### src/rtl/fp8_pack_scheduler.sv
// Serialises a LANES-wide FP12 burst through one FP12->FP8 rounder and packs
// four results per 32-bit output word. Optional build macro: FP8_SATURATE_EN.

module fp8_pack_scheduler_rnd (
  input  logic [11:0] i_fp12,
  output logic [7:0]  o_fp8,
  output logic        o_inf
);
  logic       w_s;
  logic [3:0] w_e;
  logic [3:0] w_t;

  assign w_s = i_fp12[11];
  assign w_e = i_fp12[10:7];
  // Round half up on the top three mantissa bits; w_t[3] flags mantissa carry-out.
  assign w_t = {1'b0, i_fp12[6:4]} + {3'b000, i_fp12[3]};

  always_comb begin
    if (w_e == 4'hF)
      o_fp8 = {w_s, 4'hF, 3'b000};
    else if (w_t[3] && (w_e == 4'hE))
`ifdef FP8_SATURATE_EN
      o_fp8 = {w_s, 4'hE, 3'b111};
`else
      o_fp8 = {w_s, 4'hF, 3'b000};
`endif
    else if (w_t[3])
      o_fp8 = {w_s, w_e + 4'd1, 3'b000};
    else
      o_fp8 = {w_s, w_e, w_t[2:0]};
  end

  assign o_inf = (o_fp8[6:3] == 4'hF);
endmodule

module fp8_pack_scheduler #(
  parameter int LANES = 8,
  parameter int CNT_W = 16
) (
  input  logic               clk,
  input  logic               rst,
  input  logic               in_valid,
  output logic               in_ready,
  input  logic [LANES*12-1:0] in_data,
  output logic               out_valid,
  input  logic               out_ready,
  output logic [31:0]        out_data,
  output logic               out_last,
  output logic               busy,
  output logic [CNT_W-1:0]   inf_count,
  input  logic               cnt_clear
);
  localparam int IW = $clog2(LANES + 1);
  localparam int LW = $clog2(LANES);
  localparam logic [IW-1:0] LAST_IDX = IW'(LANES);

  typedef enum logic [1:0] {IDLE, CONV, EMIT} state_t;

  state_t                 r_state;
  logic [IW-1:0]          r_idx;
  logic [LANES-1:0][11:0] r_buf;
  logic [3:0][7:0]        r_pack;

  logic [LW-1:0]          w_sel;
  logic [11:0]            w_lane;
  logic [7:0]             w_fp8;
  logic                   w_inf;
  logic [3:0][7:0]        w_word;
  logic [IW-1:0]          w_idx_nx;

  assign w_sel    = r_idx[LW-1:0];
  assign w_lane   = r_buf[w_sel];
  assign w_idx_nx = r_idx + 1'b1;

  fp8_pack_scheduler_rnd u_rnd (
    .i_fp12 (w_lane),
    .o_fp8  (w_fp8),
    .o_inf  (w_inf)
  );

  // Word as it stands once the current lane's byte is merged in.
  always_comb begin
    w_word             = r_pack;
    w_word[r_idx[1:0]] = w_fp8;
  end

  always_ff @(posedge clk) begin
    if (rst) begin
      r_state   <= IDLE;
      r_idx     <= '0;
      r_buf     <= '0;
      r_pack    <= '0;
      in_ready  <= 1'b1;
      out_valid <= 1'b0;
      out_data  <= '0;
      out_last  <= 1'b0;
      busy      <= 1'b0;
    end else begin
      case (r_state)
        IDLE: begin
          if (in_valid) begin
            r_buf    <= in_data;
            r_state  <= CONV;
            in_ready <= 1'b0;
            busy     <= 1'b1;
          end
        end
        CONV: begin
          r_pack <= w_word;
          r_idx  <= w_idx_nx;
          if (r_idx[1:0] == 2'd3) begin
            r_state   <= EMIT;
            out_valid <= 1'b1;
            out_data  <= w_word;
            out_last  <= (w_idx_nx == LAST_IDX);
          end
        end
        EMIT: begin
          if (out_ready) begin
            out_valid <= 1'b0;
            out_last  <= 1'b0;
            if (r_idx == LAST_IDX) begin
              r_state  <= IDLE;
              r_idx    <= '0;
              in_ready <= 1'b1;
              busy     <= 1'b0;
            end else begin
              r_state <= CONV;
            end
          end
        end
        default: r_state <= IDLE;
      endcase
    end
  end

  // Clear beats increment; count sticks at all-ones.
  always_ff @(posedge clk) begin
    if (rst || cnt_clear)
      inf_count <= '0;
    else if ((r_state == CONV) && w_inf && (inf_count != {CNT_W{1'b1}}))
      inf_count <= inf_count + 1'b1;
  end
endmodule

### config.mk
export PLATFORM = sky130hd
export DESIGN_NAME = fp8_pack_scheduler
export DESIGN_NICKNAME = d
export VERILOG_FILES = /design/src/rtl/fp8_pack_scheduler.sv
export SDC_FILE = /design/constraint.sdc
export NUM_CORES = 1
export LEC_CHECK = 0
export ABC_AREA = 1
export BUFFER_PORTS_ARGS = -buffer_cell sky130_fd_sc_hd__buf_2
export CORE_MARGIN = 2
export CORE_UTILIZATION = 44
export CTS_CLUSTER_SIZE = 8
export DETAILED_ROUTE_END_ITERATION = 6
export PLACE_DENSITY = 0.75
export SLEW_MARGIN = 10
export SYNTH_ARGS = -nofsm -noshare
export SYNTH_HDL_FRONTEND = slang
export SYNTH_HIERARCHICAL = 1
export SYNTH_SLANG_ARGS = --single-unit
export TNS_END_PERCENT = 1
### constraint.sdc
create_clock -name clk -period 8.7 [get_ports clk]
set_clock_uncertainty 0.1 [all_clocks]
set_input_delay 1.305 -clock clk [delete_from_list [all_inputs] [get_ports clk]]
set_output_delay 1.305 -clock clk [all_outputs]
set_load 0.02 [all_outputs]
==> results of run 1 <==
==> flip-flops by register name, indices dropped and copies added (netlist names) <==
signal / flops
r_buf: 72
out_data: 32
r_pack: 24
inf_count: 16
r_idx: 4
r_state: 2
busy: 1
in_ready: 1
out_last: 1
out_valid: 1
==> final cells by class <==
| cell class | instances | area, um^2 |
|---|---|---|
| fill | 1509 | 7160 |
| multi-input combinational | 718 | 3360 |
| sequential | 154 | 3080 |
| timing repair buffer | 134 | 686 |
| clock buffer | 18 | 429 |
| tap | 211 | 264 |
| inverter | 47 | 176 |
| clock inverter | 14 | 160 |
==> cell usage in the layout (no fill, tap or decap), types with 2 or more instances in the layout <==
master,instances
o21ai_0,168
nand3_2,2
clkinv_2,2
o21a_1,3
clkbuf_16,17
bufinv_16,2
ha_1,10
buf_2,128
nor2_4,5
clkinvlp_4,4
o21ai_1,4
a21oi_1,66
nand4_1,5
a21oi_2,10
o22ai_1,18
nor2_1,262
xor2_1,4
nand2_1,128
nand2_2,4
nand3_1,18
inv_2,4
inv_8,3
inv_1,43
xnor2_1,4
dfxtp_1,154
buf_4,6
inv_6,3
==> per-layer routing <==
layer	share of wire, %	vias to the layer above	GRT usage, %
li1	-	3371	-
met1	46	2946	28.4
met2	46	161	33.6
met3	6.0	23	5.00
met4	1.5	0	6.70
met5	0	-	0
==> worst paths after layout <==
path	slack [ns]	start	cells past startpoint	endpoint
worst max-delay path	5.44	r_idx[1]	17	inf_count[15]
worst max register to register	5.44	r_idx[1]	17	inf_count[15]
worst min-delay path	0.34	out_data[30]	2	out_data[30]
worst min register to register	0.34	out_data[30]	2	out_data[30]
==> power by group through the flow <==
stage	Combinational (mW)	Clock (mW)	Sequential, mW
after CTS	0.242	0.752	0.768
after global placement	0.237	0	0.781
after detailed placement	0.240	0	0.783
after global routing	0.275	0.786	0.773
final	0.242	0.741	0.768
after floorplan	0.174	0	0.782
==> worst max-delay path: stages (launching register included) <==
cell	delay, ns
dfxtp_1	0.31
inv_1	0.49
o21ai_0	0.19
o22ai_1	0.25
nand2_1	0.10
nand2_1	0.08
ha_1	0.22
nand3_2	0.12
nor2_1	0.12
nor2_1	0.08
nand2_1	0.11
nand3_1	0.08
nor2_1	0.09
nand2_1	0.13
nor2_4	0.43
nand3_1	0.12
nand2_1	0.08
nor2_1	0.04
==> through the flow <==
stage	cells	cell area (um^2)	utilization, %
6_report	1296	8160	53.3
5_1_grt	1296	8160	53.3
4_1_cts	1296	8160	53.3
3_5_place_dp	1264	7570	49.4
3_3_place_gp	1264	7570	49.4
2_1_floorplan	994	6950	-
==> impl_metrics.py, run 1 <==
metrics = {
    "setup_path": {
        "criticalPathCategory": "reg -> reg",
        "cp.arrival_ns": 3.48,
        "crit_path_start_kind": "flip-flop",
        "required_ns": 8.92,
        "worstSetupEndpointType": "flip-flop",
        "crit_fanout": 20,
    },
    "sta": {
        "maxSlewViolCount": 0,
        "period_minus_slack_ns": 3.26,
        "finalSetupViolations": 0,
        "worst_pin_slew_ns": 1.16,
        "fin_ws_ns": 5.44,
        "holdWs_ns": 0.345,
        "fin_crit_sh_pct": 37.4,
        "tns_ns": 0,
        "slew_headroom_pct": 22.2,
        "clock.fmax_mhz": 307,
        "hold_viol_final": 0,
        "rsz0062_at_grt": "no",
    },
    "routing": {
        "wl_per_cell_um": 13.3,
        "finalWirelength_mm": 17.3,
        "drc": 0,
        "via_per_inst": 5.02,
        "drt-initial-drc-count": 648,
        "ant_nets": 0,
        "detailroute.via_count": 6501,
        "drt_first_pass_iters": 5,
    },
    "synth": {
        "synth_warnings": 6,
        "synthCells": 994,
        "postSynthAreaPerCell_um2": 6.99,
        "syn_area_um2": 6950,
        "syn_nets": 1105,
    },
    "global_route": {
        "grt_overflow": 0,
        "grtUsageTotal_pct": 21.1,
        "grt_antenna_before_repair": 0,
        "grt_pass1_wl_mm": 28.2,
        "grt_pass1_vias": 5857,
        "grt_max_degree": 75,
    },
    "clock_tree": {
        "clock_latency_ns": 0.43,
        "cts-resized-gates": 0,
        "cts_root_buf": "clkbuf_16",
        "h-tree-depth": 4,
        "cts_buffer_depth": 2,
        "clk_pin_slew_ns": 0.06,
        "cts_hold_buffers": 0,
        "cts.sinks": 154,
        "cts_tree": "built",
        "cts_buffers": 17,
        "postCtsSetupBuffers": 0,
    },
    "hold_path": {
        "hold_class": "reg -> reg",
    },
    "pwr": {
        "p_seq_share_pct": 43.9,
        "p_int_mw": 1.26,
        "irDropWorstVdd_uv": 149,
        "pwr-share-clk_pct": 42.3,
        "p_leak_nw": 3.50,
        "total_power_mw": 1.75,
        "swShare_pct": 28.2,
        "switchingPower_mw": 0.494,
        "combPwrFrac_pct": 13.8,
        "power-per-cell-area_nw_per_um2": 215,
    },
    "floorplanning": {
        "core_area_um2": 15300,
        "dieArea_um2": 16800,
        "ioPinCount": 153,
        "std_cell_rows": 45,
        "start_util_pct": 45.4,
        "die_x_um": 130,
        "die_h_um": 130,
    },
    "finish": {
        "final_net_count": 1183,
        "drive_above_1_share_pct": 17.9,
        "area_growth_pct": 17.4,
        "insertedDiodeCount": 0,
    },
    "placement": {
        "post-place-ws_ns": 5.31,
        "dp_hpwl_mm": 11.4,
        "place.gp.congestion": 0.852,
        "numPortBuffers": 128,
    },
    "run_status": {
        "status": "completed",
    },
    "job": {
        "max_cap_viol_count": 0,
    },
}
Power figures use the tool's default switching activity.
==> run 2: changes to the inputs <==
clock period = 3.1 ns   (was 8.7 ns; I/O delays follow)
==> run 2 against run 1 <==
Hold slack worse by 0.16 ns; routed wire length up 1.1%; critical path type unchanged; cell area grew 1.5%; sequential power rose to 2.8 times the previous value; die area unchanged; first-iteration DRC count fell by 25%; sequential share of layout area shrank 0.55 points; largest power group unchanged; critical path depth did not move; register-to-register slack worse by 5.2 ns; non-clock buffer count is 11 higher.
==> impl_metrics.py, run 2 (synthesis gave the netlist of run 1 again) <==
metrics = {
    "run_status": {
        "status": "completed",
    },
    "clock_tree": {
        "cts_tree": "built",
        "cts_buffer_depth": 2,
        "cts.sinks": 154,
        "clk_pin_slew_ns": 0.06,
        "cts_buffers": 17,
        "h-tree-depth": 4,
        "cts_hold_buffers": 0,
        "cts_root_buf": "clkbuf_16",
        "clock_latency_ns": 0.43,
    },
    "finish": {
        "area_growth_pct": 19.2,
        "final_net_count": 1194,
        "largest_register_ffs": 72,
        "reg.largest.list": "r_buf: 72 flops, out_data: 32 flops, r_pack: 24 flops",
        "layout_common_cells": "nor2_1, o21ai_0, dfxtp_1",
        "mostFrequentLayoutCell": "nor2_1",
        "fillCellCount": 1499,
        "final_area_um2": 8280,
        "regMostFlops": "r_buf",
        "final_cells": 1308,
        "drive_above_1_share_pct": 19.1,
    },
    "routing": {
        "ant_nets": 0,
        "drt_first_pass_iters": 4,
        "via_per_inst": 5.04,
        "finalWirelength_mm": 17.5,
        "drc": 0,
        "drt-initial-drc-count": 484,
        "wl_per_cell_um": 13.4,
        "detailroute.via_count": 6588,
    },
    "global_route": {
        "grt_overflow": 0,
        "grt_pass1_vias": 6042,
        "grt_antenna_before_repair": 0,
        "grtUsageTotal_pct": 21.6,
        "grt_max_degree": 74,
        "grt_pass1_wl_mm": 28.8,
    },
    "setup_path": {
        "r2r_end": "inf_count[1]",
        "reg2regPathDepth": 17,
        "crit_path_start_kind": "flip-flop",
        "worstSetupEndpointType": "flip-flop",
        "cp.arrival_ns": 3.06,
        "startpoint": "r_idx[1]",
        "criticalPathCategory": "reg -> reg",
        "crit_fanout": 13,
        "r2r_setup_slack_ns": 0.27,
        "required_ns": 3.33,
        "timing.rr.start": "r_idx[1]",
    },
    "pwr": {
        "power-per-cell-area_nw_per_um2": 591,
        "p_leak_nw": 3.56,
        "total_power_mw": 4.89,
        "irDropWorstVdd_uv": 422,
    },
    "floorplanning": {
        "core_area_um2": 15300,
        "dieArea_um2": 16800,
        "std_cell_rows": 45,
        "ioPinCount": 153,
        "start_util_pct": 45.4,
        "die_x_um": 130,
        "die_h_um": 130,
    },
    "sta": {
        "tns_ns": 0,
        "slew_headroom_pct": 59.5,
        "hold_viol_final": 0,
        "finalSetupViolations": 0,
        "rsz0062_at_grt": "no",
        "maxSlewViolCount": 0,
        "period_minus_slack_ns": 2.83,
        "worst_pin_slew_ns": 0.607,
        "clock.fmax_mhz": 353,
        "fin_ws_ns": 0.268,
        "fin_crit_sh_pct": 91.3,
    },
    "hold_path": {
        "holdPathEnd": "r_buf[64]",
        "min_from": "in_data[64]",
        "hold_class": "in -> reg",
        "hold_path_depth": 3,
    },
    "job": {
        "max_cap_viol_count": 0,
    },
    "placement": {
        "dp.cells": 1274,
        "numPortBuffers": 128,
        "place.gp.congestion": 0.888,
        "placed_area_um2": 7670,
        "post-place-ws_ns": 0.155,
        "dp_hpwl_mm": 12.0,
    },
}
==> run 2: changes by cell type in the layout (fill, tap and decap cells not counted), moves of 2 or more <==
cell	delta
clkinvlp_4	+2
inv_6	+2
buf_4	+7
inv_8	-2
buf_12	+3
==> run 2: worst max-delay path by stage <==
stage,endpoint,cells past startpoint,slack [ns]
after global placement,inf_count[15],17,0.21
after detailed placement,inf_count[15],17,0.16
final,inf_count[1],17,0.27
after global routing,out_data[22],19,0.03
after floorplan,inf_count[13],21,0.37
after CTS,inf_count[15],17,0.08
==> run 2: critical path, stage by stage (launching register included) <==
cell,delay [ns]
dfxtp_1,0.39
buf_4,0.21
o21ai_0,0.10
o22ai_1,0.23
nand2_1,0.10
nand2_1,0.08
ha_1,0.22
nand3_2,0.14
nor2_1,0.16
nor2_2,0.07
nand2_1,0.09
nand3_1,0.08
nor2_1,0.12
nand2_1,0.14
inv_2,0.14
o21ai_4,0.12
o21ai_0,0.17
nor2_1,0.05
==> run 2: report_power, final <==
group	internal, mW	switching, mW	total, mW
Combinational	0.238	0.460	0.697
Sequential	2.10	0.0628	2.16
Clock	1.14	0.890	2.03
Total	3.48	1.41	4.89
==> run 2: cell type report <==
cell class | instances | area (um^2) | area share [%]
multi-input combinational | 718 | 3360 | 40.6
sequential | 154 | 3080 | 37.2
timing repair buffer | 145 | 810 | 9.78
clock buffer | 18 | 439 | 5.30
tap | 211 | 264 | 3.19
inverter | 47 | 180 | 2.18
clock inverter | 14 | 136 | 1.65
antenna | 1 | 2.50 | 0.0302
==> run 2: timing repair <==
item | in CTS | in global routing
resized for setup | 0 | 4
buffers inserted | 0 | 1
setup endpoints to repair | 0 | 20
==> run 2: layer usage <==
layer | global-route usage, % | share of wire (%) | up-vias
met4 | 10.6 | 2.9 | 0
met1 | 27.9 | 45 | 2967
met3 | 5.20 | 5.8 | 36
met5 | 0 | 0 | -
li1 | - | - | 3407
met2 | 33.9 | 46 | 178
==> run 2: through the flow <==
| step | hold slack [ns] | util [%] |
|---|---|---|
| after floorplan | 0.349 | - |
| final | 0.181 | 54.1 |
| after global routing | 0.193 | 54.0 |
| after detailed placement | 0.337 | 50.1 |
| after global placement | 0.329 | 50.1 |
| after CTS | 0.170 | 53.8 |
